## config.mk

```make
export PLATFORM = sky130hd
export DESIGN_NAME = calc_ctrl
export DESIGN_NICKNAME = d
export VERILOG_FILES = /design/src/rtl/calc_ctrl_pkg.sv /design/src/rtl/calc_mul_seq.sv /design/src/rtl/calc_ctrl.sv
export SDC_FILE = /design/constraint.sdc
export NUM_CORES = 1
export LEC_CHECK = 0
export ABC_AREA = 1
export BUFFER_PORTS_ARGS = -buffer_cell sky130_fd_sc_hd__buf_2
export CAP_MARGIN = 25
export CELL_PAD_IN_SITES_DETAIL_PLACEMENT = 1
export CELL_PAD_IN_SITES_GLOBAL_PLACEMENT = 2
export CORE_MARGIN = 8
export CORE_UTILIZATION = 34
export CTS_BUF_LIST = sky130_fd_sc_hd__clkbuf_8
export DETAILED_ROUTE_END_ITERATION = 10
export PLACE_DENSITY = 0.91
export SETUP_SLACK_MARGIN = 0.4
export SKIP_LAST_GASP = 1
export SYNTH_ARGS = -nofsm -noshare
export SYNTH_HDL_FRONTEND = slang
export SYNTH_SLANG_ARGS = --single-unit
```

## constraint.sdc

```tcl
create_clock -name clk -period 2.3 [get_ports clk]
set_input_delay 0.345 -clock clk [delete_from_list [all_inputs] [get_ports clk]]
set_output_delay 0.345 -clock clk [all_outputs]
set_load 0.02 [all_outputs]
```

## src/rtl/calc_ctrl_pkg.sv

```systemverilog
// Shared opcode and FSM state encodings for the calculator sequencing controller.
package calc_ctrl_pkg;

    typedef enum logic [1:0] {
        OP_ADD = 2'b00,
        OP_SUB = 2'b01,
        OP_MUL = 2'b10,
        OP_RSV = 2'b11
    } op_t;

    typedef enum logic [1:0] {
        S_IDLE = 2'b00,
        S_EXEC = 2'b01,
        S_MUL  = 2'b10,
        S_RESP = 2'b11
    } state_t;

endpackage

```

## src/rtl/calc_mul_seq.sv

```systemverilog
// Sequential shift-add multiplier: one partial product per cycle for exactly W cycles.
module calc_mul_seq #(
    parameter int W = 4
) (
    input  logic           clk,
    input  logic           rst_n,
    input  logic           start,
    input  logic           run,
    input  logic [W-1:0]   a,
    input  logic [W-1:0]   b,
    output logic           done,
    output logic [2*W-1:0] product
);

    localparam int CW = (W > 1) ? $clog2(W) : 1;

    logic [2*W-1:0] acc;
    logic [CW-1:0]  cnt;
    logic [2*W-1:0] a_ext;
    logic [2*W-1:0] term;

    assign a_ext = {{W{1'b0}}, a};
    assign term  = b[cnt] ? (a_ext << cnt) : '0;
    // product is the accumulator value after this cycle's add, so the
    // controller can capture the final result on the same edge as done.
    assign product = acc + term;
    assign done    = run && (cnt == CW'(W - 1));

    always_ff @(posedge clk or negedge rst_n) begin
        if (!rst_n) begin
            acc <= '0;
            cnt <= '0;
        end else if (start) begin
            acc <= '0;
            cnt <= '0;
        end else if (run) begin
            acc <= product;
            cnt <= cnt + 1'b1;
        end
    end

endmodule

```

## src/rtl/calc_ctrl.sv

```systemverilog
// Calculator sequencing controller: drives the shared add/sub datapath or the
// internal multiplier and returns results over a valid/ready response channel.
module calc_ctrl
    import calc_ctrl_pkg::*;
#(
    parameter int W = 4
) (
    input  logic           clk,
    input  logic           rst_n,
    input  logic           req_valid,
    output logic           req_ready,
    input  logic [1:0]     req_op,
    input  logic [W-1:0]   req_a,
    input  logic [W-1:0]   req_b,
    output logic [W-1:0]   dp_x,
    output logic [W-1:0]   dp_y,
    output logic           dp_sel,
    input  logic [W-1:0]   dp_result,
    output logic           rsp_valid,
    input  logic           rsp_ready,
    output logic [2*W-1:0] rsp_result,
    output logic           rsp_flag,
    output logic           rsp_err,
    output logic           busy
);

    state_t         state;
    logic [W-1:0]   a_q;
    logic [W-1:0]   b_q;
    op_t            op_q;
    logic           mul_start;
    logic           mul_done;
    logic [2*W-1:0] mul_product;

    // Carry-out for ADD shows up as a wrapped sum smaller than a; borrow for SUB is a < b.
    function automatic logic calc_flag(input op_t op, input logic [W-1:0] a,
                                       input logic [W-1:0] b, input logic [W-1:0] r);
        return (op == OP_SUB) ? (a < b) : (r < a);
    endfunction

    assign mul_start = (state == S_IDLE) && req_valid && (req_op == OP_MUL);
    assign busy      = (state != S_IDLE);

    calc_mul_seq #(.W(W)) u_mul (
        .clk     (clk),
        .rst_n   (rst_n),
        .start   (mul_start),
        .run     (state == S_MUL),
        .a       (a_q),
        .b       (b_q),
        .done    (mul_done),
        .product (mul_product)
    );

    always_ff @(posedge clk or negedge rst_n) begin
        if (!rst_n) begin
            state      <= S_IDLE;
            req_ready  <= 1'b1;
            a_q        <= '0;
            b_q        <= '0;
            op_q       <= OP_ADD;
            dp_x       <= '0;
            dp_y       <= '0;
            dp_sel     <= 1'b0;
            rsp_valid  <= 1'b0;
            rsp_result <= '0;
            rsp_flag   <= 1'b0;
            rsp_err    <= 1'b0;
        end else begin
            case (state)
                S_IDLE: begin
                    if (req_valid) begin
                        a_q       <= req_a;
                        b_q       <= req_b;
                        op_q      <= op_t'(req_op);
                        req_ready <= 1'b0;
                        case (op_t'(req_op))
                            OP_ADD, OP_SUB: begin
                                // Datapath operands are registered here so they are valid for the whole EXEC cycle.
                                dp_x   <= req_a;
                                dp_y   <= req_b;
                                dp_sel <= req_op[0];
                                state  <= S_EXEC;
                            end
                            OP_MUL: state <= S_MUL;
                            default: begin
                                rsp_err    <= 1'b1;
                                rsp_result <= '0;
                                rsp_flag   <= 1'b0;
                                state      <= S_RESP;
                            end
                        endcase
                    end
                end
                S_EXEC: begin
                    rsp_result <= {{W{1'b0}}, dp_result};
                    rsp_flag   <= calc_flag(op_q, a_q, b_q, dp_result);
                    dp_x       <= '0;
                    dp_y       <= '0;
                    dp_sel     <= 1'b0;
                    state      <= S_RESP;
                end
                S_MUL: begin
                    if (mul_done) begin
                        rsp_result <= mul_product;
                        rsp_flag   <= 1'b0;
                        state      <= S_RESP;
                    end
                end
                S_RESP: begin
                    // rsp_valid rises one cycle after entering RESP; the handshake only counts once it is up.
                    if (!rsp_valid) begin
                        rsp_valid <= 1'b1;
                    end else if (rsp_ready) begin
                        rsp_valid <= 1'b0;
                        rsp_err   <= 1'b0;
                        req_ready <= 1'b1;
                        state     <= S_IDLE;
                    end
                end
                default: state <= S_IDLE;
            endcase
        end
    end

endmodule

```

==> flow_summary.yaml, run 1 <==
yosys:
  synth-seq-cells: 43
  synth_top_family_by_area: "simple AND/OR/NAND/NOR gates"
  syn_inst: 325
  syn-cell-area_sq_um: 2540
  yosysTopAreaCell: "dfrtp_1"
  synth_ff_type: "dfrtp_1"
  synth_top_area_frac: 0.413
  async_reset_ff_frac: 1.00
  synthMuxAreaShare: 0
  ys_warn_count: 0
  synth_compound_gate_area_share: 0.135
  synth_edf_count: 0
  yosysSeqAreaShare: 0.424
  synth_nets: 364
  synth_area_leaders: "dfrtp_1 41%, nand2_1 13%, ha_1 9.8%"
  synth_area_per_cell_sq_um: 7.83
  synth.distinct_cells: 30
  synth_xor_xnor_area_share: 0
  synth_fa_ha_area_frac: 0.106
  synth-simple-area-share: 0.225
pwr:
  combPwrFrac: 0.614
  seq_power_share: 0.276
  irDropWorstVdd_mv: 0.499
  p_sw_frac: 0.479
  p_switching_uw: 2170
  p_per_area_nw_per_um2: 1360
  p_clk_frac: 0.110
  power.internal_uw: 2360
  p_leak_uw: 0.00180
critical_path:
  cp_slowest_cell: "dfrtp_2"
  path_max_fanout: 5
  crit_start: "u_mul.cnt[0]"
  cp_data_required_time_ps: 2500
  path_class: "reg2reg"
  critPathMaxStageDelay_ps: 470
  critPathCaptureType: "flop"
  rr_startpoint: "u_mul.cnt[0]"
  worstPathCellList: "buf_6 > buf_6 > nor3_4 > ha_2 > inv_2 > fa_2 > inv_2 > nand2_2 > nand2_2 > nand3_2 > nand2_1 > nand2_1 > nand4_1 > nand2_1"
  startpoint_type: "flop"
  cpMostUsedCell: "nand2_1"
  worstPathArrival_ps: 2350
  critPathTopFamily: "simple AND/OR/NAND/NOR gates"
  path_buf_inv: 4
clock_network:
  cts_buffers: 5
  htreeDepth: 2
  numClockSinks: 43
  cts_hold_buf: 0
  clock_path_buffers: 2
  cts_tree: "yes"
  cts_root_buf: "clkbuf_8"
  clk_pin_slew_worst_paths_ps: 90
  clock_latency_ps: 310
routing:
  drt_iter0_markers: 94
  vias_per_cell: 4.79
  first_pass_iters: 4
  vias: 2334
  drc: 0
  postRouteAntennaNets: 0
  wl_per_cell_um: 15.1
  routed_wl_mm: 7.34
run:
  max-cap-violations: 0
timing:
  setup_ws_ps: 152
  final_hold_viol_count: 0
  finalSetupViolations: 0
  rsz0062_at_grt: "yes"
  setup_tns_ps: 0
  slew_headroom: 0.630
  fmax_ghz: 0.466
  worst_pin_slew_ps: 555
  finClkSkew_ps: 7.34
  slew_violations: 0
  min_period_ps: 2150
  timing.final.crit_share: 0.934
global_route:
  grt_overflow_total: 0
  antenna_found_initial: 0
  grt_max_degree: 44
  grt_pass1_wl_mm: 12.0
  grt.total_usage: 0.146
  grt_pass1_vias: 2533
placed_design:
  routabilityCongestion: 0.850
  place_ws_ps: 24.4
  port_buffers: 39
  hpwl_mm: 5.18
  dpl.cell_count: 463
floorplan:
  start_util: 0.351
  dieHeight_um: 102
  dieArea_sq_um: 10500
  io_pins: 40
  num_rows: 31
  die_x_um: 102
  core_sq_um: 7250
final_layout:
  fin_cells: 487
  area_growth_syn_to_layout_pct: 31.0
  antenna_cells: 0
  drive_gt1_frac: 0.317
  nets: 426
  num-fill-cells: 932
  fin_util: 0.459
worst_hold_path:
  hold_path.class: "in2async"
status:
  status: "completed"
synthesized netlist by cell type, types with 2 or more instances:
library cell	n
nor2_4	2
o21ai_0	31
dfrtp_1	42
o31ai_1	2
inv_1	64
o22ai_1	9
a21oi_1	14
or2_2	2
buf_2	2
ha_1	20
nor2_1	13
nand3_1	13
nand4_1	8
a22o_1	2
nand2_1	86
worst paths after layout:
check | to | slack [ps] | depth (start not counted)
worst max-delay path | u_mul.acc[6] | 150 | 14
worst min-delay path | rsp_result[4] | 100 | 2
worst max register to register | u_mul.acc[6] | 150 | 14
worst min register to register | rsp_result[3] | 490 | 2
max in group asynchronous | u_mul.cnt[0] | 1780 | 2
min in group clk | b_q[1] | 320 | 3
cell families after synthesis:
family	Yosys count
simple gates	129
buf+inv	71
compound gates	61
flops	43
fa+ha+maj	21
final cells by class:
type,instances,area [sq um],area share
Clock buffer,5,68.8,0.0207
Clock inverter,3,20.0,0.00601
Multi-Input combinational cell,211,1420,0.425
Sequential cell,43,1080,0.324
Timing Repair Buffer,61,379,0.114
Inverter,65,244,0.0732
Tap cell,99,124,0.0372
placed cells by master (no fill, tap or decap), drive strengths merged, types with 5 or more instances in the layout:
cell     n
nand3   13
buf     61
o22ai   10
inv     65
nand4    9
dfrtp   42
clkbuf   5
ha      20
nand2   88
a21oi   14
o21ai   31
nor2    15
power by group through the flow:
| stage | logic, uW | registers (uW) | clock network, uW |
|---|---|---|---|
| after floorplan | 1470 | 1310 | 0 |
| after global placement | 2080 | 1230 | 0 |
| after detailed placement | 2140 | 1240 | 0 |
| after CTS | 2420 | 1220 | 519 |
| after global routing | 3090 | 1290 | 543 |
| final | 2780 | 1250 | 497 |
worst reg2reg max path: stages, from the launching register on:
cell,delay [ps]
dfrtp_2,470
buf_6,150
buf_6,120
nor3_4,180
ha_2,210
inv_2,50
fa_2,350
inv_2,80
nand2_2,60
nand2_2,60
nand3_2,70
nand2_1,60
nand2_1,60
nand4_1,70
nand2_1,50
metrics by stage:
stage / hold slack [ps] / area, sq um / total power, uW
floorplan: 49.4 / 2570 / 2780
global placement: 460 / 2890 / 3310
detailed placement: 466 / 2890 / 3380
CTS: 128 / 3130 / 4160
global route: 155 / 3330 / 4920
finish: 95.9 / 3330 / 4530
timing repair:
| item | CTS | global route |
|---|---|---|
| endpoints found under the setup margin | 14 | 25 |
| pin swaps | 9 | 25 |
| gates resized for setup | 21 | 36 |
| buffers inserted | 10 | 6 |
flip-flops by register name (all words and copies together) (netlist names):
register / count
state: 2
rsp_valid: 1
rsp_flag: 1
a_q: 4
rsp_result: 8
u_mul.acc: 8
req_ready: 1
dp_x: 4
rsp_err: 1
u_mul.cnt: 2
b_q: 4
dp_y: 4
op_q: 2
dp_sel: 1
routing by layer:
layer	vias to the layer above	global-route usage	share of wire
met3	12	0.0324	0.034
li1	1161	-	-
met1	1123	0.169	0.43
met4	0	0.0576	0.020
met5	-	0	0
met2	38	0.257	0.51
(Power assumes the default switching activity.)
==> run 2: changes to the inputs <==
- ABC_AREA: 1 -> 0
- CORE_UTILIZATION: 34 -> 37
- RECOVER_POWER: not set -> 50
- SETUP_SLACK_MARGIN: 0.4 -> 0.3
==> flow_summary.yaml, run 2 <==
routing:
  postRouteAntennaNets: 0
  routed_wl_mm: 7.24
  first_pass_iters: 4
  drt_iter0_markers: 103
  vias_per_cell: 5.27
  wl_per_cell_um: 16.9
  drc: 0
  vias: 2256
yosys:
  synthMostInstantiatedCell: "dfrtp_1"
  synth.distinct_cells: 53
  synth_ff_type: "dfrtp_1"
  synth_nets: 308
  synth_edf_count: 0
  synth-seq-cells: 43
  syn-cell-area_sq_um: 2600
  synth_area_per_cell_sq_um: 9.65
  yosysTopAreaCell: "dfrtp_1"
  ys_warn_count: 0
  synth_area_leaders: "dfrtp_1 40%, ha_1 9.6%, mux2_2 5.2%"
  yosysSeqAreaShare: 0.415
  syn_inst: 269
  netlist_top_cells_count: "42 x dfrtp_1, 27 x nand2_1, 25 x o21ai_0"
  synth_top_area_frac: 0.405
  async_reset_ff_frac: 1.00
critical_path:
  path_buf_inv: 1
  startpoint_type: "flop"
  path_max_fanout: 4
  rr_startpoint: "u_mul.cnt[0]"
  cp_slowest_cell: "mux4_2"
  worstPathCellList: "mux4_2 > and2_4 > ha_4 > buf_4 > o31a_1 > nor4_1 > a311oi_4 > o21ai_1"
  cp-endpoint: "rsp_result[6]"
  critPathMaxStageDelay_ps: 540
  path_class: "reg2reg"
  crit_start: "u_mul.cnt[0]"
  path_depth: 8
  cp_data_required_time_ps: 2520
  rrSetupSlack_ps: -130
  r2r_cells: 8
  worstPathArrival_ps: 2650
  critPathCaptureType: "flop"
  r2r-end: "rsp_result[6]"
  critPathTopFamily: "simple AND/OR/NAND/NOR gates"
timing:
  slew_headroom: 0.371
  finClkSkew_ps: 5.81
  finalSetupViolations: 6
  fmax_ghz: 0.411
  worst_pin_slew_ps: 944
  final_hold_viol_count: 0
  slew_violations: 0
  min_period_ps: 2430
  hold_ws_ps: 286
  setup_ws_ps: -132
  rsz0062_at_grt: "yes"
  timing.final.crit_share: 1.06
final_layout:
  area_growth_syn_to_layout_pct: 26.9
  antenna_cells: 0
  fin_util: 0.485
  layout_common_cells: "41 x dfrtp_1, 33 x buf_2, 27 x nand2_1"
  reg.largest.list: "rsp_result: 8 flops, u_mul.acc: 8 flops"
  stdcell_area_sq_um: 3300
  mostFrequentLayoutCell: "dfrtp_1"
  num-fill-cells: 800
  drive_gt1_frac: 0.316
  nets: 370
status:
  violations: "negative setup slack"
  status: "complete, but fails checks"
pwr:
  p_clk_frac: 0.108
  irDropWorstVdd_mv: 0.411
  seq_power_share: 0.269
  p_per_area_nw_per_um2: 1550
  combPwrFrac: 0.623
  p_sw_frac: 0.447
  p_leak_uw: 0.00154
  power.internal_uw: 2820
  p_switching_uw: 2280
floorplan:
  dieArea_sq_um: 9950
  dieHeight_um: 99.8
  num_rows: 30
  core_sq_um: 6790
  start_util: 0.382
  die_x_um: 99.8
  io_pins: 40
run:
  max-cap-violations: 0
global_route:
  antenna_found_initial: 0
  grt.total_usage: 0.145
  grt_pass1_vias: 2367
  grt_pass1_wl_mm: 11.6
  grt_overflow_total: 0
  grt_max_degree: 18
placed_design:
  routabilityCongestion: 0.816
  hpwl_mm: 5.38
  port_buffers: 39
  placed_area_sq_um: 3080
clock_network:
  cts_tree: "yes"
  htreeDepth: 2
  numClockSinks: 43
  clock_latency_ps: 300
  cts_buffers: 5
  cts_root_buf: "clkbuf_8"
  clock_path_buffers: 2
  clk_pin_slew_worst_paths_ps: 90
worst_hold_path:
  holdCritStartpoint: "req_a[2]"
  hold_path.class: "in2reg"
==> run 2: cell types whose count changed after synthesis, moves of 7 or more <==
cell	before	now
nand2_1	86	27
inv_1	64	16
mux2i_1	0	7
nand3_1	13	4
nand4_1	8	0
and3_1	0	9
mux2_2	0	12
nand2b_1	0	7
==> run 2: worst reg2reg max path: stages (launching register included) <==
cell      delay [ps]
dfrtp_1          370
mux4_2           540
and2_4           170
ha_4             160
buf_4            140
o31a_1           320
nor4_1           410
a311oi_4          70
o21ai_1          170
==> run 2: logic make-up (layout without fill, tap and decap cells) <==
family	Yosys count	after routing	synth area share
AND/OR/NAND/NOR	80	80	0.157
AO/OA/AOI/OAI	73	73	0.174
buffers and inverters	27	90	0.0453
flip-flops	43	43	0.415
XOR/XNOR	5	5	0.0169
adder cells (fa/ha/maj)	21	21	0.104
multiplexers	20	20	0.0877
==> run 2: how the worst min path moves through the flow <==
stage | to | slack, ps | cells past startpoint
2_1_floorplan | a_q[0] | 50 | 0
3_3_place_gp | u_mul.acc[4] | 230 | 1
3_5_place_dp | u_mul.acc[4] | 240 | 1
4_1_cts | a_q[2] | 280 | 2
5_1_grt | a_q[2] | 280 | 2
6_report | a_q[2] | 290 | 2
==> run 2: cell type report <==
type / count / area, sq um / area share
Clock buffer: 7 / 96.3 / 0.0292
Clock inverter: 1 / 7.51 / 0.00228
Inverter: 16 / 60.1 / 0.0182
Multi-Input combinational cell: 199 / 1550 / 0.469
Sequential cell: 43 / 1080 / 0.327
Tap cell: 96 / 120 / 0.0364
Timing Repair Buffer: 66 / 387 / 0.117
==> run 2: per-layer routing <==
metal	vias to the layer above	track usage	wire (um)
met2	34	0.245	3560
met3	13	0.0321	221
li1	1076	-	-
met4	0	0.0396	112
met1	1133	0.179	3350
met5	-	0	0
==> run 2: what timing repair did <==
action                                  in CTS  in global routing
setup buffers                                2                  2
gates cloned                                 0                  0
resized for setup                            4                 12
endpoints found under the hold margin        9                  0
pin swaps                                    6                  9
endpoints found under the setup margin      14                 21
hold buffers                                 1                  0
==> run 2: per-stage QoR <==
stage                     setup WS (ps)  TNS [ps]  instances  total power, uW
after detailed placement           -102      -279        415             4290
after global placement            -20.3     -37.6        415             4160
after global routing               -217     -1390        428             5530
after CTS                          -105      -297        426             4950
final                              -132      -366        428             5100
after floorplan                    39.3         0        269             3440
==> run 2: power by group through the flow <==
stage	sequential [uW]	combinational (uW)	clock, uW
floorplan	1460	1980	0
global route	1420	3520	596
detailed placement	1380	2910	0
CTS	1360	3010	575
finish	1370	3180	551
global placement	1360	2810	0
==> run 3: changes to the inputs <==
==> constraint.sdc (replaced) <==
create_clock -name clk -period 2.3 [get_ports clk]
set_input_delay 0.69 -clock clk [delete_from_list [all_inputs] [get_ports clk]]
set_output_delay 0.69 -clock clk [all_outputs]
set_load 0.02 [all_outputs]
==> flow_summary.yaml, run 3 (synthesis results as in run 2) <==
status:
  status: "complete, but fails checks"
  violations: "negative setup slack"
global_route:
  met3_usage: 0.0300
  grt_pass1_wl_mm: 12.4
  grt_pass1_vias: 2493
  antenna_found_initial: 0
  grt.total_usage: 0.155
  grt_overflow_total: 0
  busiest_layer: "met2"
  use_met2: 0.259
  grt_max_degree: 44
  grt.met1_usage: 0.195
routing:
  vias: 2275
  postRouteAntennaNets: 0
  first_pass_iters: 4
  vias_per_cell: 5.19
  drc: 0
  wl_per_cell_um: 17.7
  routed_wl_mm: 7.75
  drt_iter0_markers: 101
floorplan:
  dieArea_sq_um: 9950
  io_pins: 40
  start_util: 0.382
  die_x_um: 99.8
  dieHeight_um: 99.8
  num_rows: 30
  core_sq_um: 6790
critical_path:
  r2r_cells: 8
  cp_data_required_time_ps: 2480
  critPathCaptureType: "flop"
  path_max_fanout: 4
  startpoint_type: "flop"
  worstPathArrival_ps: 2600
  rrSetupSlack_ps: -120
  rr_startpoint: "u_mul.cnt[0]"
  path_class: "reg2reg"
  r2r-end: "u_mul.acc[6]"
clock_network:
  cts_buffers: 5
  clock_path_buffers: 2
  cts_root_buf: "clkbuf_8"
  cts_tree: "yes"
  cts_hold_buf: 0
  clk_pin_slew_worst_paths_ps: 80
  htreeDepth: 2
  numClockSinks: 43
  clock_latency_ps: 300
timing:
  min_period_ps: 2420
  rsz0062_at_grt: "yes"
  setup_ws_ps: -120
  timing.final.crit_share: 1.05
  slew_headroom: 0.289
  worst_pin_slew_ps: 1070
  slew_violations: 0
  final_hold_viol_count: 0
  setup_tns_ps: -457
  finalSetupViolations: 7
  hold_ws_ps: 479
  finClkSkew_ps: 8.43
  fmax_ghz: 0.413
placed_design:
  hpwl_mm: 5.24
  port_buffers: 39
  placed_area_sq_um: 3100
  routabilityCongestion: 0.827
final_layout:
  antenna_cells: 0
  layout_common_cells: "41 x dfrtp_1, 35 x buf_2, 27 x buf_4"
  fin_util: 0.518
  reg.largest.list: "rsp_result: 8 flops, u_mul.acc: 8 flops"
  mostFrequentLayoutCell: "dfrtp_1"
  stdcell_area_sq_um: 3520
  drive_gt1_frac: 0.386
  nets: 381
  area_growth_syn_to_layout_pct: 35.5
run:
  max-cap-violations: 0
pwr:
  p_leak_uw: 0.00165
  p_per_area_nw_per_um2: 1650
  power_uw: 5800
  irDropWorstVdd_mv: 0.581
worst_hold_path:
  holdCritStartpoint: "rsp_result[3]"
  hold_path.class: "reg2reg"
  hold-path-cell-count: 2
  holdPathEnd: "rsp_result[3]"
-- run 3: per-layer routing --
metal / up-vias / part of all wire / wire (um)
met5: - / 0 / 0
met2: 35 / 0.50 / 3840
met4: 0 / 0.019 / 144
met1: 1132 / 0.45 / 3510
li1: 1095 / - / -
met3: 13 / 0.033 / 258
-- run 3: how the worst max path moves through the flow --
stage	startpoint	to	slack, ps	depth (start not counted)
floorplan	u_mul.cnt[0]	u_mul.acc[7]	40	8
global placement	u_mul.cnt[0]	rsp_result[6]	-20	10
detailed placement	u_mul.cnt[0]	u_mul.acc[6]	-80	10
CTS	u_mul.cnt[0]	rsp_result[6]	-80	8
global route	u_mul.cnt[0]	u_mul.acc[5]	-220	9
finish	u_mul.cnt[0]	u_mul.acc[6]	-120	8
-- run 3: power by group --
group | leakage (uW) | switching, uW | internal, uW
logic | 0.00105 | 2000 | 1850
clock network | 0.0000554 | 266 | 314
registers | 0.000538 | 280 | 1090
total | 0.00165 | 2550 | 3250
-- run 3: cell type report --
cell class	instances	area, sq um
multi-input combinational	200	1650
tap	96	120
clock inverter	2	33.8
timing repair buffer	76	508
fill	786	3280
inverter	16	60.1
sequential	43	1080
clock buffer	5	68.8
-- run 3: repair_timing --
| action | in CTS | in global routing |
|---|---|---|
| endpoints found under the setup margin | 15 | 24 |
| gates resized for setup | 22 | 26 |
| pin swaps | 11 | 20 |
| buffers inserted | 13 | 3 |
| gates cloned | 0 | 1 |
-- run 3: critical path, cell delays in order, from the launching register on --
cell and delay, ps:
dfrtp_1 390, mux4_2 560, o211a_1 170, ha_4 320, o21a_1 160, o31a_1 220
nor4_2 70, a311oi_4 310, o22ai_1 100
-- run 3: per-stage QoR --
stage | worst slack (ps) | instances
6_report | -120 | 438
5_1_grt | -216 | 438
3_3_place_gp | -22.9 | 414
4_1_cts | -76.3 | 434
3_5_place_dp | -81.7 | 414
2_1_floorplan | 39.3 | 269
